### config.mk
export PLATFORM = sky130hd
export DESIGN_NAME = serial_add_ctrl_flat
export DESIGN_NICKNAME = d
export VERILOG_FILES = /design/src/rtl/serial_alu_pkg.sv /design/src/rtl/serial_add_ctrl_if.sv /design/src/rtl/fa_bit_cell.sv /design/src/rtl/serial_add_ctrl.sv /design/src/flat_wrapper.sv
export SDC_FILE = /design/constraint.sdc
export NUM_CORES = 1
export LEC_CHECK = 0
export CORE_ASPECT_RATIO = 1.1
export CORE_MARGIN = 5
export CORE_UTILIZATION = 40
export CTS_CLUSTER_SIZE = 30
export DETAILED_ROUTE_END_ITERATION = 10
export GPL_TIMING_DRIVEN = 0
export HOLD_SLACK_MARGIN = 0.02
export PLACE_DENSITY_LB_ADDON = 0.08
export SETUP_SLACK_MARGIN = 0.1
export SLEW_MARGIN = 20
export SYNTH_ARGS = -nofsm -noshare
export SYNTH_HDL_FRONTEND = slang
export SYNTH_HIERARCHICAL = 1
export SYNTH_SLANG_ARGS = --single-unit
### constraint.sdc
create_clock -name clk -period 4.8 [get_ports clk]
set_input_delay 0.96 -clock clk [delete_from_list [all_inputs] [get_ports clk]]
set_output_delay 0.96 -clock clk [all_outputs]
set_load 0.02 [all_outputs]
### src/rtl/serial_alu_pkg.sv
// Shared types for the bit-serial add/sub sequencer.
// FSM state encoding and operation codes.
package serial_alu_pkg;

  typedef enum logic [1:0] {
    IDLE,
    RUN,
    DONE
  } state_t;

  localparam logic OP_ADD = 1'b0;
  localparam logic OP_SUB = 1'b1;

endpackage

### src/rtl/serial_add_ctrl_if.sv
// Handshake bundle for serial_add_ctrl.
// master: decode/writeback side; slave: the sequencer.
interface serial_add_ctrl_if #(
  parameter int WIDTH = 8
);

  logic             in_valid;
  logic             in_ready;
  logic [WIDTH-1:0] op_a;
  logic [WIDTH-1:0] op_b;
  logic             op_sub;
  logic             out_valid;
  logic             out_ready;
  logic [WIDTH-1:0] result;
  logic             cout;
  logic             ovf;
  logic             zero;

  modport master (
    output in_valid, op_a, op_b, op_sub,
    output out_ready,
    input  in_ready, out_valid,
    input  result, cout, ovf, zero
  );

  modport slave (
    input  in_valid, op_a, op_b, op_sub,
    input  out_ready,
    output in_ready, out_valid,
    output result, cout, ovf, zero
  );

endinterface

### src/rtl/fa_bit_cell.sv
// Combinational 1-bit full adder.
// Ports: a, b, c in; s = a^b^c, co = majority(a,b,c).
module fa_bit_cell (
  input  logic a,
  input  logic b,
  input  logic c,
  output logic s,
  output logic co
);

  assign s  = a ^ b ^ c;
  assign co = (a & b) | (a & c) | (b & c);

endmodule

### src/rtl/serial_add_ctrl.sv
// Bit-serial add/sub sequencer, LSB first, one shared FA cell.
// Ports: clk, rst_n (async low), bus (serial_add_ctrl_if.slave).
// Optional subtract support via `define SERIAL_SUB_EN.
module serial_add_ctrl
  import serial_alu_pkg::*;
#(
  parameter int WIDTH = 8
) (
  input  logic             clk,
  input  logic             rst_n,
  serial_add_ctrl_if.slave bus
);

  localparam int CW = (WIDTH > 1) ? $clog2(WIDTH) : 1;

  state_t           state_q, state_d;
  logic [CW-1:0]    cnt_q;
  logic [WIDTH-1:0] a_q, b_q, res_q, res_nxt;
  logic             carry_q;
  logic             cout_q, ovf_q, zero_q;
  logic [WIDTH-1:0] b_in;
  logic             c_in;
  logic             cell_s, cell_c;
  logic             last;

`ifdef SERIAL_SUB_EN
  assign b_in = bus.op_sub ? ~bus.op_b : bus.op_b;
  assign c_in = bus.op_sub;
`else
  logic unused_sub;
  assign unused_sub = bus.op_sub;
  assign b_in = bus.op_b;
  assign c_in = OP_ADD;
`endif

  fa_bit_cell u_cell (
    .a  (a_q[cnt_q]),
    .b  (b_q[cnt_q]),
    .c  (carry_q),
    .s  (cell_s),
    .co (cell_c)
  );

  assign last = (cnt_q == CW'(WIDTH - 1));

  // Result with the current bit merged in, so the
  // zero flag sees the MSB on the final RUN edge.
  always_comb begin
    res_nxt        = res_q;
    res_nxt[cnt_q] = cell_s;
  end

  always_ff @(posedge clk or negedge rst_n) begin
    if (!rst_n) state_q <= IDLE;
    else        state_q <= state_d;
  end

  always_comb begin
    state_d = state_q;
    unique case (state_q)
      IDLE:    if (bus.in_valid)  state_d = RUN;
      RUN:     if (last)          state_d = DONE;
      DONE:    if (bus.out_ready) state_d = IDLE;
      default:                    state_d = IDLE;
    endcase
  end

  always_ff @(posedge clk or negedge rst_n) begin
    if (!rst_n) begin
      cnt_q   <= '0;
      a_q     <= '0;
      b_q     <= '0;
      res_q   <= '0;
      carry_q <= 1'b0;
      cout_q  <= 1'b0;
      ovf_q   <= 1'b0;
      zero_q  <= 1'b0;
    end else begin
      unique case (state_q)
        IDLE: begin
          if (bus.in_valid) begin
            a_q     <= bus.op_a;
            b_q     <= b_in;
            carry_q <= c_in;
            cnt_q   <= '0;
          end
        end
        RUN: begin
          res_q   <= res_nxt;
          carry_q <= cell_c;
          if (last) begin
            // carry_q here is the carry into the MSB.
            cnt_q  <= '0;
            cout_q <= cell_c;
            ovf_q  <= carry_q ^ cell_c;
            zero_q <= (res_nxt == '0);
          end else begin
            cnt_q <= cnt_q + 1'b1;
          end
        end
        default: ;
      endcase
    end
  end

  assign bus.in_ready  = (state_q == IDLE);
  assign bus.out_valid = (state_q == DONE);
  assign bus.result    = res_q;
  assign bus.cout      = cout_q;
  assign bus.ovf       = ovf_q;
  assign bus.zero      = zero_q;

endmodule
### src/flat_wrapper.sv
// flat-port wrapper written by rule: the top's interface ports become plain ports
module serial_add_ctrl_flat import serial_alu_pkg::*;
#(
  parameter int WIDTH = 8
)
  (clk, rst_n, bus_in_valid, bus_op_a, bus_op_b, bus_op_sub, bus_out_ready, bus_in_ready, bus_out_valid, bus_result, bus_cout, bus_ovf, bus_zero);
  serial_add_ctrl_if #(.WIDTH(WIDTH)) bus_i ();
  input  logic clk;
  input  logic rst_n;
  input wire logic [$bits(bus_i.in_valid)-1:0] bus_in_valid;
  input wire logic [$bits(bus_i.op_a)-1:0] bus_op_a;
  input wire logic [$bits(bus_i.op_b)-1:0] bus_op_b;
  input wire logic [$bits(bus_i.op_sub)-1:0] bus_op_sub;
  input wire logic [$bits(bus_i.out_ready)-1:0] bus_out_ready;
  output wire logic [$bits(bus_i.in_ready)-1:0] bus_in_ready;
  output wire logic [$bits(bus_i.out_valid)-1:0] bus_out_valid;
  output wire logic [$bits(bus_i.result)-1:0] bus_result;
  output wire logic [$bits(bus_i.cout)-1:0] bus_cout;
  output wire logic [$bits(bus_i.ovf)-1:0] bus_ovf;
  output wire logic [$bits(bus_i.zero)-1:0] bus_zero;
  assign bus_i.in_valid = bus_in_valid;
  assign bus_i.op_a = bus_op_a;
  assign bus_i.op_b = bus_op_b;
  assign bus_i.op_sub = bus_op_sub;
  assign bus_i.out_ready = bus_out_ready;
  assign bus_in_ready = bus_i.in_ready;
  assign bus_out_valid = bus_i.out_valid;
  assign bus_result = bus_i.result;
  assign bus_cout = bus_i.cout;
  assign bus_ovf = bus_i.ovf;
  assign bus_zero = bus_i.zero;
  serial_add_ctrl #(.WIDTH(WIDTH)) u_core (.clk(clk), .rst_n(rst_n), .bus(bus_i));
endmodule
# Word-level counts from Yosys, hierarchy flattened
# Index checks and enable logic that the tools add are counted.
[op_classes]
order_cmp = 2
muxes = 16
div_mod_pow = 0
eq_ne = 6
shift = 0
multipliers = 0
addsub = 1
n_bitwise = 8
n_reduce_logical = 8
[op_table]
columns = ["operator", "n"]
rows = [
  ["8-bit bitwise mux", 1],
  ["8-bit zero test", 1],
  ["1-bit binary-select mux with 3-bit select", 2],
  ["2-bit 2-to-1 mux", 3],
  ["3-bit 2-to-1 mux", 2],
  ["2-bit one-hot mux with 3 select lines", 1],
  ["3-bit one-hot mux with 2 select lines", 1],
  ["2-bit AND reduction", 3],
  ["3-bit by 4-bit less-than comparator with 1-bit output (second input constant)", 1],
  ["1-bit 2-to-1 mux", 4],
  ["2-bit != test (second input constant)", 2],
  ["3-bit by 1-bit adder with 3-bit output (second input constant)", 1],
  ["1-bit AND", 3],
  ["1-bit demux with 3-bit select", 1],
  ["3-bit equality test (second input constant)", 1],
  ["3-bit by 1-bit greater-or-equal comparator with 1-bit output (second input constant)", 1],
  ["3-bit AND reduction", 1],
  ["1-bit bitwise XOR", 3],
  ["2-bit by 1-bit equality test with 1-bit output (second input constant)", 1],
  ["2-bit equality test (second input constant)", 1],
  ["2-bit zero test", 1],
  ["2-bit by 1-bit != test with 1-bit output (second input constant)", 1],
  ["1-bit OR", 2],
  ["1-bit one-hot mux with 2 select lines", 1],
  ["2 further kinds", 2],
]
[word_totals]
romBits = 0
word_cells = 50
out_inout_bits = 13
inputBits = 21
ramBits = 0
n_memories = 0
reg_bits = 33
latchBits = 0

# Depth between registers and ports, before layout
[logic_depth]
word_depth = 6
depth_mapped = 11
mapped_depth_nobuf = 8

# Modules after synthesis
# The synthesis kept the hierarchy.
[modules_own_cells]
columns = ["mod", "seq_area_each_um2", "area_per_inst_um2", "n_inst", "cells_per_inst"]
rows = [
  ["serial_add_ctrl", 825.8, 1665.3, 1, 145],
  ["fa_bit_cell", 0.0, 20.0, 1, 1],
]

# Worst setup path after synthesis
# Ideal clock, no wire load.
[synth_path]
path_kind = "register -> register"
start = "reg u_core.cnt_q[2]"
end = "reg u_core.zero_q (netlist: u_core/bus.zero)"
period_less_slack_ns = 2.593
path_buffers = 3
required_ns = 4.708
setup_time_ns = 0.092
stages_incl_launch_ff = 12
arrival_ns = 2.501
path_slack_ns = 2.207
path_cell_list = "dfrtp_1 > buf_2 > buf_2 > mux2i_1 > a21oi_1 > nand2_1 > o221ai_1 > fa_1 > clkbuf_1 > nor4_1 > o22ai_1 > o31ai_2"
[synth_between]
elab_chain_cells = 6
word_cells_on_any_way = 15
classes_between = "2 x order compare; 1 x eq/ne; 7 x mux; 2 x bitwise; 3 x reduce/logical"
[synth_lines]
columns = ["element", "line", "text"]
rows = [
  ["start: declaration", "serial_add_ctrl.sv:17", "logic [CW-1:0] cnt_q;"],
  ["start signal: assignment", "serial_add_ctrl.sv:98", "cnt_q <= cnt_q + 1'b1;"],
  ["1-bit binary-select mux with 3-bit select (on tied branches)", "serial_add_ctrl.sv:37, serial_add_ctrl.sv:38", ""],
  ["1-bit 2-to-1 mux (on tied branches)", "serial_add_ctrl.sv:37, serial_add_ctrl.sv:38", ""],
  ["1-bit bitwise XOR * (2 in series)", "fa_bit_cell.sv:11", "assign s = a ^ b ^ c;"],
  ["via u_core.cell_s", "serial_add_ctrl.sv:23", "logic cell_s, cell_c;"],
  ["8-bit bitwise mux *", "serial_add_ctrl.sv:50", "res_nxt[cnt_q] = cell_s;"],
  ["8-bit zero test *", "serial_add_ctrl.sv:96", "zero_q <= (res_nxt == '0);"],
  ["end signal: assignment", "serial_add_ctrl.sv:96", ""],
  ["end: declaration", "serial_add_ctrl.sv:20", "logic cout_q, ovf_q, zero_q;"],
]
# The timed path passes the listed nets; every way through them passes the cells marked *. The select of a mux whose other input is x is not followed.
# A chain may end at the register's enable or synchronous reset.

# Worst setup path after layout
# Ends and elaborated chain as after synthesis.

==> results_dict.tcl <==
set metrics [dict create \
    comb_power_share 0.525 \
    r2r_cells 11 \
    fin_setup_tns_ps 0 \
    wl_per_cell_um 14.7 \
    grt_pass1_vias 1348 \
    fillers 384 \
    worstSetupPathType "reg2reg" \
    seqPwrFrac 0.330 \
    routabilityCongestion 0.874 \
    die_width_um 71.9 \
    grt_most_used_layer "met2" \
    fin_nets 209 \
    die_area_mm2 0.00561 \
    wirelength_mm 3.50 \
    finalCriticalPeriod_ps 3090 \
    dp_hpwl_mm 2.61 \
    final_cell_mix "dfrtp_1 (33), clkdlybuf4s50_1 (31), mux2_1 (29)" \
    fmax_mhz 323 \
    synth_warnings 6 \
    maxCapViolCount 0 \
    htreeDepth 2 \
    synth_cell_types 40 \
    clk_path_buf_depth 2 \
    drt_iter0_drc 91 \
    reg2reg_slack_ps 1710 \
    cellPowerDensity_mw_per_mm2 723 \
    first_pass_iters 5 \
    holdBufCountCts 0 \
    portBuffers 32 \
    synth_nets 170 \
    cts_tree "yes" \
    rsz0062_at_grt "false" \
    arrival_ps 3290 \
    worstPathMaxFanout 10 \
    cts-resized-gates 0 \
    avgViaCountPerCell 5.26 \
    cts_setup_buffers 0 \
    ys_seq_area_frac 0.490 \
    cp.required_ps 5000 \
    diodes 0 \
    pin_count 34 \
    syn_area_mm2 0.00169 \
    p_int_mw 0.931 \
    maxSlewViolCount 0 \
    whs_path_depth 1 \
    die-height_um 78.1 \
    grt_usage 0.138 \
    finClkSkew_ps 6.46 \
    initial_core_util 0.419 \
    synth_ff_type "dfrtp_1" \
    pwr-share-clk 0.145 \
    setup_violations 0 \
    grt_pass1_wl_mm 6.21 \
    ir_worst_vdd_v 0.000256 \
    avgSynthCellArea_um2 11.5 \
    grt_overflow 0 \
    antenna_found_initial 0 \
    tightest_slew_ps 736 \
    hold_class "reg2reg" \
    grt_max_degree 34 \
    p_leak_nw 0.921 \
    async_flop_share 1.00 \
    drc 0 \
    status "finished clean" \
    drive_gt1_frac 0.102 \
    clk_latency_ps 280 \
    vias 1251 \
    endpoint_kind "flop" \
    fp.coreArea_mm2 0.00402 \
    cts_root_buf "clkbuf_8" \
    antenna_left 0 \
    numCtsBuffers 5 \
    clk_pin_slew_ps 70 \
    utilization 0.539 \
    rows 24 \
    area_growth_pct 28.6 \
    fin_crit_sh 0.644 \
    p_sw_mw 0.637 \
    hold_viol_final 0 \
    mostFrequentLayoutCell "dfrtp_1" \
    yosys_register_bits 33 \
    met2_usage 0.242 \
    met1_usage 0.161 \
    cp-start-kind "flop" \
    synth_enable_flop_cells 0 \
    relSlewSlack 0.509 \
    swShare 0.406 \
    cts.sinks 33 \
    grtUsageMet3 0.0370 \
    syn_inst 146 \
]
[area by class of cell]
cell class                      instances  area (µm²)  area share
Buffer                                 10        55.1      0.0254
Clock buffer                            7        96.3      0.0445
Clock inverter                          1        5.00     0.00231
Inverter                                3        11.3     0.00520
Multi-Input combinational cell        100         793       0.366
Sequential cell                        33         826       0.381
Tap cell                               52        65.1      0.0300
Timing Repair Buffer                   32         315       0.145
[registers in the layout, indices dropped and copies added (netlist names), 2 cells and up]
register and cells:
u_core/state_q 2, u_core/bus.result 8, u_core/a_q 8, u_core/cnt_q 3, u_core/b_q 8
[kinds of logic (layout without fill, tap and decap cells)]
logic type               after synthesis  in the layout  share of synthesized area
AND/OR/NAND/NOR                       44             44                      0.137
buffers and inverters                 13             53                     0.0393
XOR/XNOR                               1              1                    0.00520
flip-flops                            33             33                      0.490
AO/OA/AOI/OAI                         20             20                     0.0906
adder cells (fa/ha/maj)                3              3                     0.0267
multiplexers                          32             32                      0.212
[power groups by stage]
stage               Clock [mW]  Combinational (mW)  Sequential [mW]
global placement             0               0.806            0.516
floorplan                    0               0.528            0.548
finish                   0.227               0.823            0.517
detailed placement           0               0.822            0.525
CTS                      0.237               0.830            0.519
global route             0.246               0.907            0.538
[synth_stat cells, types with 3 or more instances]
cell type / count / area share
dfrtp_1: 33 / 0.49
mux2_1: 29 / 0.19
nand2_1: 10 / 0.022
nor2_1: 10 / 0.022
nand3_1: 7 / 0.021
buf_2: 5 / 0.015
a21oi_1: 4 / 0.012
a22o_1: 4 / 0.021
mux2i_1: 3 / 0.018
nor3_1: 3 / 0.0089
[per-stage QoR]
step                hold slack [ps]  instances  setup WS (ps)  area (µm²)  power (mW)
floorplan                       450        146           2210        1690        1.08
global placement                466        230           1750        2070        1.32
detailed placement              473        230           1740        2070        1.35
CTS                             488        238           1710        2170        1.59
global route                    507        238           1430        2170        1.69
finish                          485        238           1710        2170        1.57
[critical path: stages (launching register included)]
cell      delay (ps)
dfrtp_1          490
buf_2            280
buf_2            270
mux2i_1          200
a21oi_1           80
nand2_1           90
o221ai_1         170
fa_1             580
clkbuf_1         240
nor4_1           280
o22ai_1          150
o31ai_2          180
[worst paths after layout]
kind	to	from
max	u_core/bus.zero$_DFFE_PN0P_	u_core/cnt_q[2]$_DFFE_PN0P_
min	u_core/a_q[5]$_DFFE_PN0P_	u_core/a_q[5]$_DFFE_PN0P_
max reg2reg	u_core/bus.zero$_DFFE_PN0P_	u_core/cnt_q[2]$_DFFE_PN0P_
min reg2reg	u_core/a_q[5]$_DFFE_PN0P_	u_core/a_q[5]$_DFFE_PN0P_
max in group asynchronous	u_core/a_q[6]$_DFFE_PN0P_	rst_n
min in group asynchronous	u_core/bus.cout$_DFFE_PN0P_	rst_n
[layer usage]
metal  up-vias  routed length [µm]
met5         -                   0
met3         4                 144
met2        26                1790
met1       617                1530
met4         0                  30
li1        604                   -
Note: power is estimated with default switching activity, not from simulation.
